===== config.mk =====
export PLATFORM = sky130hd
export DESIGN_NAME = systolic_seq_ctrl_flat
export DESIGN_NICKNAME = d
export VERILOG_FILES = /design/src/rtl/systolic_pkg.sv /design/src/rtl/systolic_seq_ctrl_if.sv /design/src/rtl/systolic_skew_gen.sv /design/src/rtl/systolic_seq_ctrl.sv /design/src/flat_wrapper.sv
export SDC_FILE = /design/constraint.sdc
export NUM_CORES = 1
export LEC_CHECK = 0
export CAP_MARGIN = 40
export CORE_ASPECT_RATIO = 0.75
export CORE_MARGIN = 8
export CORE_UTILIZATION = 30
export DETAILED_ROUTE_END_ITERATION = 7
export PLACE_DENSITY = 0.5
export SLEW_MARGIN = 25
export SYNTH_ARGS = -nofsm -noshare
export SYNTH_HDL_FRONTEND = slang
export SYNTH_HIERARCHICAL = 1
export SYNTH_SLANG_ARGS = --single-unit

===== constraint.sdc =====
create_clock -name clock -period 5.1 [get_ports clock]
set_clock_uncertainty 0.05 [all_clocks]
set_input_delay 1.02 -clock clock [delete_from_list [all_inputs] [get_ports clock]]
set_output_delay 1.02 -clock clock [all_outputs]
set_load 0.01 [all_outputs]

===== src/rtl/systolic_pkg.sv =====
`default_nettype none
// ==========================================================================
// systolic_pkg : shared types and sizing helpers for the tile sequencer
// Revision 1.0
// ==========================================================================
package systolic_pkg;

   typedef enum logic [1:0] {
      IDLE  = 2'd0,
      CLEAR = 2'd1,
      RUN   = 2'd2,
      HOLD  = 2'd3
   } seq_state_e;

   // Counter must reach K+2N-3 for K up to 2^KW-1 without wrapping.
   function automatic int cnt_width(input int kw, input int n);
      return kw + $clog2(n) + 1;
   endfunction

   // RUN length is K plus this skew span.
   function automatic int skew_span(input int n);
      return 2 * n - 2;
   endfunction

endpackage
`default_nettype wire


===== src/rtl/systolic_seq_ctrl_if.sv =====
`default_nettype none
// ==========================================================================
// systolic_seq_ctrl_if : command handshake and array feed bundle
// Revision 1.0
// ==========================================================================
interface systolic_seq_ctrl_if #(
   parameter int N  = 4,
   parameter int KW = 8
);
   logic            start;
   logic [KW-1:0]   k_len;
   logic            busy;
   logic            mac_clear;
   logic            mac_enable;
   logic [N-1:0]    a_valid;
   logic [N*KW-1:0] a_k;
   logic [N-1:0]    b_valid;
   logic [N*KW-1:0] b_k;
   logic            result_valid;
   logic            result_ready;

   modport master (
      output start, k_len, result_ready,
      input  busy, mac_clear, mac_enable, a_valid, a_k, b_valid, b_k, result_valid
   );

   modport slave (
      input  start, k_len, result_ready,
      output busy, mac_clear, mac_enable, a_valid, a_k, b_valid, b_k, result_valid
   );
endinterface
`default_nettype wire


===== src/rtl/systolic_skew_gen.sv =====
`default_nettype none
// ==========================================================================
// systolic_skew_gen : per-lane skewed feed valid/index from t and K
// Revision 1.0
// ==========================================================================
module systolic_skew_gen
   import systolic_pkg::*;
#(
   parameter int N  = 4,
   parameter int KW = 8
) (
   input  wire logic                           active,
   input  wire logic [cnt_width(KW, N)-1:0]    t,
   input  wire logic [KW-1:0]                  k_len,
   output logic      [N-1:0]                   valid,
   output logic      [N*KW-1:0]                idx
);
   localparam int c_tw = cnt_width(KW, N);

   for (genvar i = 0; i < N; i++) begin : g_lane
      logic w_valid;

      // Lane i lags by i cycles and carries K elements.
      assign w_valid = active && (t >= c_tw'(i)) && ((t - c_tw'(i)) < c_tw'(k_len));
      assign valid[i] = w_valid;
      assign idx[i*KW +: KW] = w_valid ? KW'(t - c_tw'(i)) : '0;
   end

endmodule
`default_nettype wire


===== src/rtl/systolic_seq_ctrl.sv =====
`default_nettype none
// ==========================================================================
// systolic_seq_ctrl : clear/run/hold sequencer for an NxN systolic tile
// Revision 1.0
// ==========================================================================
module systolic_seq_ctrl
   import systolic_pkg::*;
#(
   parameter int N  = 4,
   parameter int KW = 8
) (
   input  wire logic          clock,
   input  wire logic          reset,
   systolic_seq_ctrl_if.slave bus
);
   localparam int c_tw = cnt_width(KW, N);

   seq_state_e      r_state;
   seq_state_e      w_next;
   logic [c_tw-1:0] r_t;
   logic [KW-1:0]   r_k;
   logic [c_tw-1:0] w_run_last;
   logic            w_last;
   logic            w_run;

   // Only evaluated in RUN, where K >= 1, so the subtraction cannot underflow.
   assign w_run_last = c_tw'(r_k) + c_tw'(skew_span(N)) - c_tw'(1);
   assign w_last     = (r_t == w_run_last);
   assign w_run      = (r_state == RUN);

   always_ff @(posedge clock) begin
      if (reset) begin
         r_state <= IDLE;
      end else begin
         r_state <= w_next;
      end
   end

   always_comb begin
      w_next = r_state;
      case (r_state)
         IDLE:    if (bus.start)        w_next = CLEAR;
         CLEAR:   w_next = (r_k == '0) ? HOLD : RUN;
         RUN:     if (w_last)           w_next = HOLD;
         HOLD:    if (bus.result_ready) w_next = IDLE;
         default: w_next = IDLE;
      endcase
   end

   always_ff @(posedge clock) begin
      if (reset) begin
         r_t <= '0;
         r_k <= '0;
      end else begin
         if (r_state == IDLE && bus.start) begin
            r_k <= bus.k_len;
         end
         if (w_run && !w_last) begin
            r_t <= r_t + c_tw'(1);
         end else begin
            r_t <= '0;
         end
      end
   end

   always_comb begin
      bus.busy         = 1'b0;
      bus.mac_clear    = 1'b0;
      bus.mac_enable   = 1'b0;
      bus.result_valid = 1'b0;
      case (r_state)
         IDLE:  ;
         CLEAR: begin
            bus.busy      = 1'b1;
            bus.mac_clear = 1'b1;
         end
         RUN: begin
            bus.busy       = 1'b1;
            bus.mac_enable = 1'b1;
         end
         HOLD: begin
            bus.busy         = 1'b1;
            bus.result_valid = 1'b1;
         end
         default: ;
      endcase
   end

   // Row and column skews are identical, so one generator serves each edge.
   systolic_skew_gen #(.N(N), .KW(KW)) u_row_skew (
      .active (w_run),
      .t      (r_t),
      .k_len  (r_k),
      .valid  (bus.a_valid),
      .idx    (bus.a_k)
   );

   systolic_skew_gen #(.N(N), .KW(KW)) u_col_skew (
      .active (w_run),
      .t      (r_t),
      .k_len  (r_k),
      .valid  (bus.b_valid),
      .idx    (bus.b_k)
   );

endmodule
`default_nettype wire


===== src/flat_wrapper.sv =====
// flat-port wrapper written by rule: the top's interface ports become plain ports
module systolic_seq_ctrl_flat import systolic_pkg::*;
#(
   parameter int N  = 4,
   parameter int KW = 8
)
  (clock, reset, bus_start, bus_k_len, bus_result_ready, bus_busy, bus_mac_clear, bus_mac_enable, bus_a_valid, bus_a_k, bus_b_valid, bus_b_k, bus_result_valid);
  systolic_seq_ctrl_if #(.N(N), .KW(KW)) bus_i ();
  input  wire logic clock;
  input  wire logic reset;
  input wire logic [$bits(bus_i.start)-1:0] bus_start;
  input wire logic [$bits(bus_i.k_len)-1:0] bus_k_len;
  input wire logic [$bits(bus_i.result_ready)-1:0] bus_result_ready;
  output wire logic [$bits(bus_i.busy)-1:0] bus_busy;
  output wire logic [$bits(bus_i.mac_clear)-1:0] bus_mac_clear;
  output wire logic [$bits(bus_i.mac_enable)-1:0] bus_mac_enable;
  output wire logic [$bits(bus_i.a_valid)-1:0] bus_a_valid;
  output wire logic [$bits(bus_i.a_k)-1:0] bus_a_k;
  output wire logic [$bits(bus_i.b_valid)-1:0] bus_b_valid;
  output wire logic [$bits(bus_i.b_k)-1:0] bus_b_k;
  output wire logic [$bits(bus_i.result_valid)-1:0] bus_result_valid;
  assign bus_i.start = bus_start;
  assign bus_i.k_len = bus_k_len;
  assign bus_i.result_ready = bus_result_ready;
  assign bus_busy = bus_i.busy;
  assign bus_mac_clear = bus_i.mac_clear;
  assign bus_mac_enable = bus_i.mac_enable;
  assign bus_a_valid = bus_i.a_valid;
  assign bus_a_k = bus_i.a_k;
  assign bus_b_valid = bus_i.b_valid;
  assign bus_b_k = bus_i.b_k;
  assign bus_result_valid = bus_i.result_valid;
  systolic_seq_ctrl #(.N(N), .KW(KW)) u_core (.clock(clock), .reset(reset), .bus(bus_i));
endmodule

# Yosys cells after proc, flatten, opt, wreduce, memory -nomap -nowiden
# Cells that the tools add are included.
# W data, S select, Z words.
# totals
out_inout_bits,76
wordCells,54
in_bits,12
mem_count,0
latchBits,0
regBits,21
romBits,0
ramBits,0
# classes
n_eq_ne,7
add_sub_neg,6
shifts,0
magnitude_cmp,8
div,0
muxes,13
reduce_logical,16
n_mul,0
n_bitwise,1
# op_table
op,n
$lt A11 B8 Y1,4
$mux W8,4
$ge A11 B1 Y1 const B,2
$ge A11 B2 Y1 const B,2
$sub A11 B1 Y11 const B,2
$sub A11 B2 Y11 const B,2
$add A11 B1 Y11 const B,1
$eq A11 B11 Y1,1
$logic_and A1 B1 Y1,10
$add A8 B3 Y9 const B,1
$logic_not A8 Y1,1
$pmux W2 S4,1
$mux W2,3
$mux W1,5
$eq A2 B2 Y1 const B,2
$ne A2 B2 Y1 const B,2
$reduce_and A3 Y1,1
$reduce_or A3 Y1,1
$eq A2 B1 Y1 const B,1
$logic_not A2 Y1,1
$ne A2 B1 Y1 const B,1
$reduce_or A2 Y1,1
$logic_not A1 Y1,1
$not A1 Y1,1

# Longest topological paths before layout
# depth
ltp_word,7
mapped_depth,14
mapped_depth_nobuf,12

# Modules after synthesis
# Netlist, hierarchy kept.
# modules_own_cells
module,area_per_inst_um2,cells_per_inst,seq_area_each_um2,n_inst
systolic_skew_gen (u_core.u_col_skew),1527.7,193,0.0,1
systolic_skew_gen (u_core.u_row_skew),1511.4,212,0.0,1
systolic_seq_ctrl,1188.6,144,420.4,1

# Worst setup path before layout
# OpenSTA, ideal clock, no wires.
# synth_timing
path_kind,register to output
from,register u_core.r_t[2]
to,output bus_b_k[27]
path_buffers,1
stages_incl_launch_ff,12
arrival_ns,2.928
required_time_ns,4.030
path_slack_ns,1.102
cell_sequence,dfxtp_1 > buf_6 > inv_1 > ha_1 > a2111oi_2 > xor2_1 > ha_1 > a21o_1 > a221o_1 > a31oi_1 > o21ai_4 > nor2b_2
# synth_via
elab_chain_len,4
word_cells_on_any_way,6
cone_classes,1 x add/sub; 2 x order compare; 1 x mux; 2 x reduce/logical
# synth_lines
element,line,source
from (decl),systolic_seq_ctrl.sv:20,logic [c_tw-1:0] r_t;
from (signal assigned),systolic_seq_ctrl.sv:59,r_t <= r_t + c_tw'(1);
$sub A11 B2 Y11 / $ge A11 B2 Y1 (equally long branches),"systolic_skew_gen.sv:26, systolic_skew_gen.sv:24",
$lt A11 B8 Y1 / $logic_and A1 B1 Y1 (equally long branches),systolic_skew_gen.sv:24,assign w_valid = active && (t >= c_tw'(i)) && ((t - c_tw'(i)) < c_tw'(k_len));
$logic_and A1 B1 Y1,systolic_skew_gen.sv:24,
$mux W8 (*),systolic_skew_gen.sv:26,assign idx[i*KW +: KW] = w_valid ? KW'(t - c_tw'(i)) : '0;
to (decl),flat_wrapper.sv:20,output wire logic [$bits(bus_i.b_k)-1:0] bus_b_k;
# Mark *: on every way between the ends. The rest lies on a longest branch, timed or not.

# Worst setup path in the final report
# layout_timing
from,register u_core.r_t[3]
to,output bus_b_k[30]
# The elaborated chain is that of the path after synthesis.

==> results.md <==
* Status: finished, final reports clean
* Part of the total power dissipated in combinational logic at 62.5%
* Leak pwr at 2.07 nW
* WL per Instance at 17.8 um
* Via/cell ratio at 5.30
* Worst path max stage delay at around 0.58 ns
* Post-Synthesis Cells at 549
* # DRC at 0
* Height of the die at 119 um
* Maximum buffer depth of the clock tree at 2
* Synth warnings at 6
* DIE AREA at 18200 sq um
* Number of enable flip-flop cells after synthesis at 0
* TritonCTS Sinks at 21
* Area fraction of the dominant cell type after synthesis at 21.9%
* Drt initial violations at 341
* Synth-to-Final Area Change at 25.9%
* Clock share of power at 16.2%
* CP Cell Sequence: buf_4, a2111oi_2, xor2_1, ha_1, a21o_1, a221o_1, a31oi_1, o21ai_4, nor2b_2, clkdlybuf4s50_1
* Fraction of power spent switching nets at 46.3%
* Horizontal die dimension at 153 um
* Non-filler instance count after layout at 799
* Final period util at 96.0%
* Worst-Skew Late Latency at 0.26 ns
* Worst Reg-to-Reg Cells at 8
* Placed instance count at 794
* Asr flop ratio synth at 0%
* Cell-internal power at 0.000551 W
* Synth top cells by count: ha_1 (74), nand2_1 (50), inv_1 (40), a21oi_1 (36), nor2_1 (36)
* Dominant cells by area after synthesis: ha_1 (22%), dfxtp_1 (9.9%), xor2_1 (5.2%)
* Clock tree root driver cell: clkbuf_16
* CP endpoint kind: primary output
* CTS tree: yes
* Setup-failing EPs final at 0
* Wire length after detailed routing at 14200 um
* Final hold slack at 0.529 ns
* Final hold violation count at 0
* Cts bufs inserted at 3
* Cell count of the worst hold path at 2
* Number of nets with antenna violations after detailed routing at 0
* Dominant register cell in the synthesized netlist: dfxtp_1
* Worst Setup Start Kind: flop
* Leftover overflow at the end of global routing at 0
* Crit path required time at between 4 and 5 ns
* Number of iterations in the first detailed-routing pass at 5
* Synth unique cells at 75
* Final Util at 38.7%
* Biggest fanout along the worst timing path at 20
* Count of buffering cells on the critical path with inverters included at 2
* Register area share after synthesis at approximately a tenth
* Post-Syn Area at 4230 sq um
* # rows at 37
* Transition at the pin with the smallest max-transition slack at between 0.8 and 0.9 ns
* Share of power burned in registers at approximately a fifth
* Placer's final routability congestion estimate at 0.882
* Setup repair after global routing missed its margin: false
* Peak supply drop at about 0.12 mV
* # port buffers at 87
* Worst Path Class, Setup: reg2out
* Total routing resource utilization after global routing at 15.1%
* Fraction of final layout cells with drive strength greater than 1 at 9.62%
* Total Negative Setup Slacks at 0 ns
* Ant diodes at 0
* Via count of the first global-routing pass at between 4000 and 5000
* Core Box Area at 13700 sq um
* Initial standard-cell utilization of the core at 30.7%
* Critical path depth at 10
* Pins Over Slew Limit at 0
* Post-synthesis cell type with the largest combined area: ha_1
* Number of max-capacitance violations reported at 0
* F_max at 0.204 GHz
* Class of the worst hold path: reg2reg
* FF+latch count, synth at 21
* Synthesized net count at 635
* Cell with the most instances after synthesis: ha_1
* Relative slew slack at 43.7%
* Power density cells at ~190 nW/um^2
* Post-detailed-placement cell area at 5220 sq um
* Net count reported at finish at 711
* Number of top-level design ports at 88
* Worst EP arrival at 3.83 ns
* Number of antenna violations at the first check in global routing at 0
* Total net switching power at between 0.0004 and 0.0005 W
* Wire length of the first global-routing pass at about 23000 um
* Critical path's top delay family: compound AO/OA/AOI/OAI gates
* Final critical path time including I/O delays and setup at a little under 5 ns
* Routed vias at roughly 4200
* Slowest stage cell, crit path: dfxtp_1
* Avg Cell Area, Syn at 7.70 sq um
* Total non-filler cell area in the finished layout at 5320 sq um
* DP Wirelength at around 11000 um
* Clock-pin transition on the worst setup and hold timing paths at about 0.060 ns
* Pin count of the biggest net entering global routing at 35
* H-tree depth reported by CTS at 1
[cell usage in the layout (no fill, tap or decap), types with 3 or more instances in the layout]
master,synthesis,routed
nor2_1,36,36
nor2b_2,4,4
and3_1,6,6
a21oi_1,36,36
or4_4,3,3
nor3b_1,6,6
xor2_1,25,25
nor4_1,13,12
nor4b_1,6,6
nor4b_2,3,3
a21o_1,6,6
o21ai_0,11,11
nand2_1,50,50
nand3_1,23,23
clkbuf_16,0,3
buf_4,8,13
a31oi_1,4,4
clkdlybuf4s50_1,0,87
o21ai_1,3,3
xnor2_1,24,24
o21bai_1,4,4
ha_1,74,74
nand2b_1,4,4
or4_1,3,3
nor2_2,7,7
dfxtp_1,21,21
inv_1,40,40
nor2b_1,9,9
a211o_1,3,3
o31ai_1,3,3
and2_1,26,26
nor3_1,12,12
[flip-flops by register name, indices dropped and copies added, names as in the netlist]
name and cells:
u_core/r_k 8, u_core/r_state 2, u_core/r_t 11
[what timing repair did]
action,4_1_cts,5_1_grt
hold buffers,0,0
hold endpoints to repair,0,0
setup buffers,0,0
endpoints found under the setup margin,0,3
resized for setup,0,1
[cell type report]
cell class,instances,area [sq um]
Fill cell,1406,8430
Multi-Input combinational cell,455,3440
Timing Repair Buffer,102,1000
Sequential cell,21,420
Tap cell,175,219
Inverter,42,158
Clock buffer,4,78.8
[power groups by stage]
stage          clock network (W)  registers (W)  logic, W
2_1_floorplan                  0       0.000210  0.000452
3_3_place_gp                   0       0.000221  0.000617
3_5_place_dp                   0       0.000221  0.000637
6_report                0.000167       0.000218  0.000642
4_1_cts                 0.000173       0.000217  0.000641
5_1_grt                 0.000179       0.000223  0.000724
[worst register-to-register path: stages (launching register included)]
cell and delay [ns]:
dfxtp_1 0.60, inv_1 0.09, ha_1 0.34, xor2_1 0.16, nor4_1 0.20, nand3_1 0.12
a211o_1 0.36, or4_4 0.53, a221oi_2 0.22
[cell families (layout without fill, tap and decap cells)]
family                     Yosys count  count (layout)  synth area share, %
adders and majority gates           74              74                 21.9
muxes                                1               1                0.237
xor gates and xnor gates            49              49                 10.2
buffers and inverters               73             148                 8.73
and+or+nand+nor                    228             228                 30.4
DFF                                 21              21                 9.94
AOI/OAI and AO/OA                  103             103                 18.6
[routing by layer]
metal  up-vias  routed length, um  part of all wire [%]  GRT usage [%]
met1      2020               6900                    49           21.0
met4         0                 45                  0.32          0.986
met2       125               6340                    45           24.5
met5         -                  0                     0              0
met3         4                921                   6.5           3.29
li1       2084                  -                     -              -
[final timing paths]
kind	end	start	slack [ns]
max	bus_b_k[30]	u_core/r_t[3]$_SDFF_PP0_	0.20
min	u_core/r_k[4]$_SDFFE_PP0P_	u_core/r_k[4]$_SDFFE_PP0P_	0.53
max reg2reg	u_core/r_state[0]$_SDFFE_PP0P_	u_core/r_k[0]$_SDFFE_PP0P_	2.35
min reg2reg	u_core/r_k[4]$_SDFFE_PP0P_	u_core/r_k[4]$_SDFFE_PP0P_	0.53
[through the flow]
step | power (W) | setup WS [ns]
floorplan | 0.000663 | 1.10
global placement | 0.000838 | 0.571
detailed placement | 0.000858 | 0.510
CTS | 0.00103 | 0.222
global route | 0.00113 | 0.00268
finish | 0.00103 | 0.204
Power figures use the tool's default switching activity.
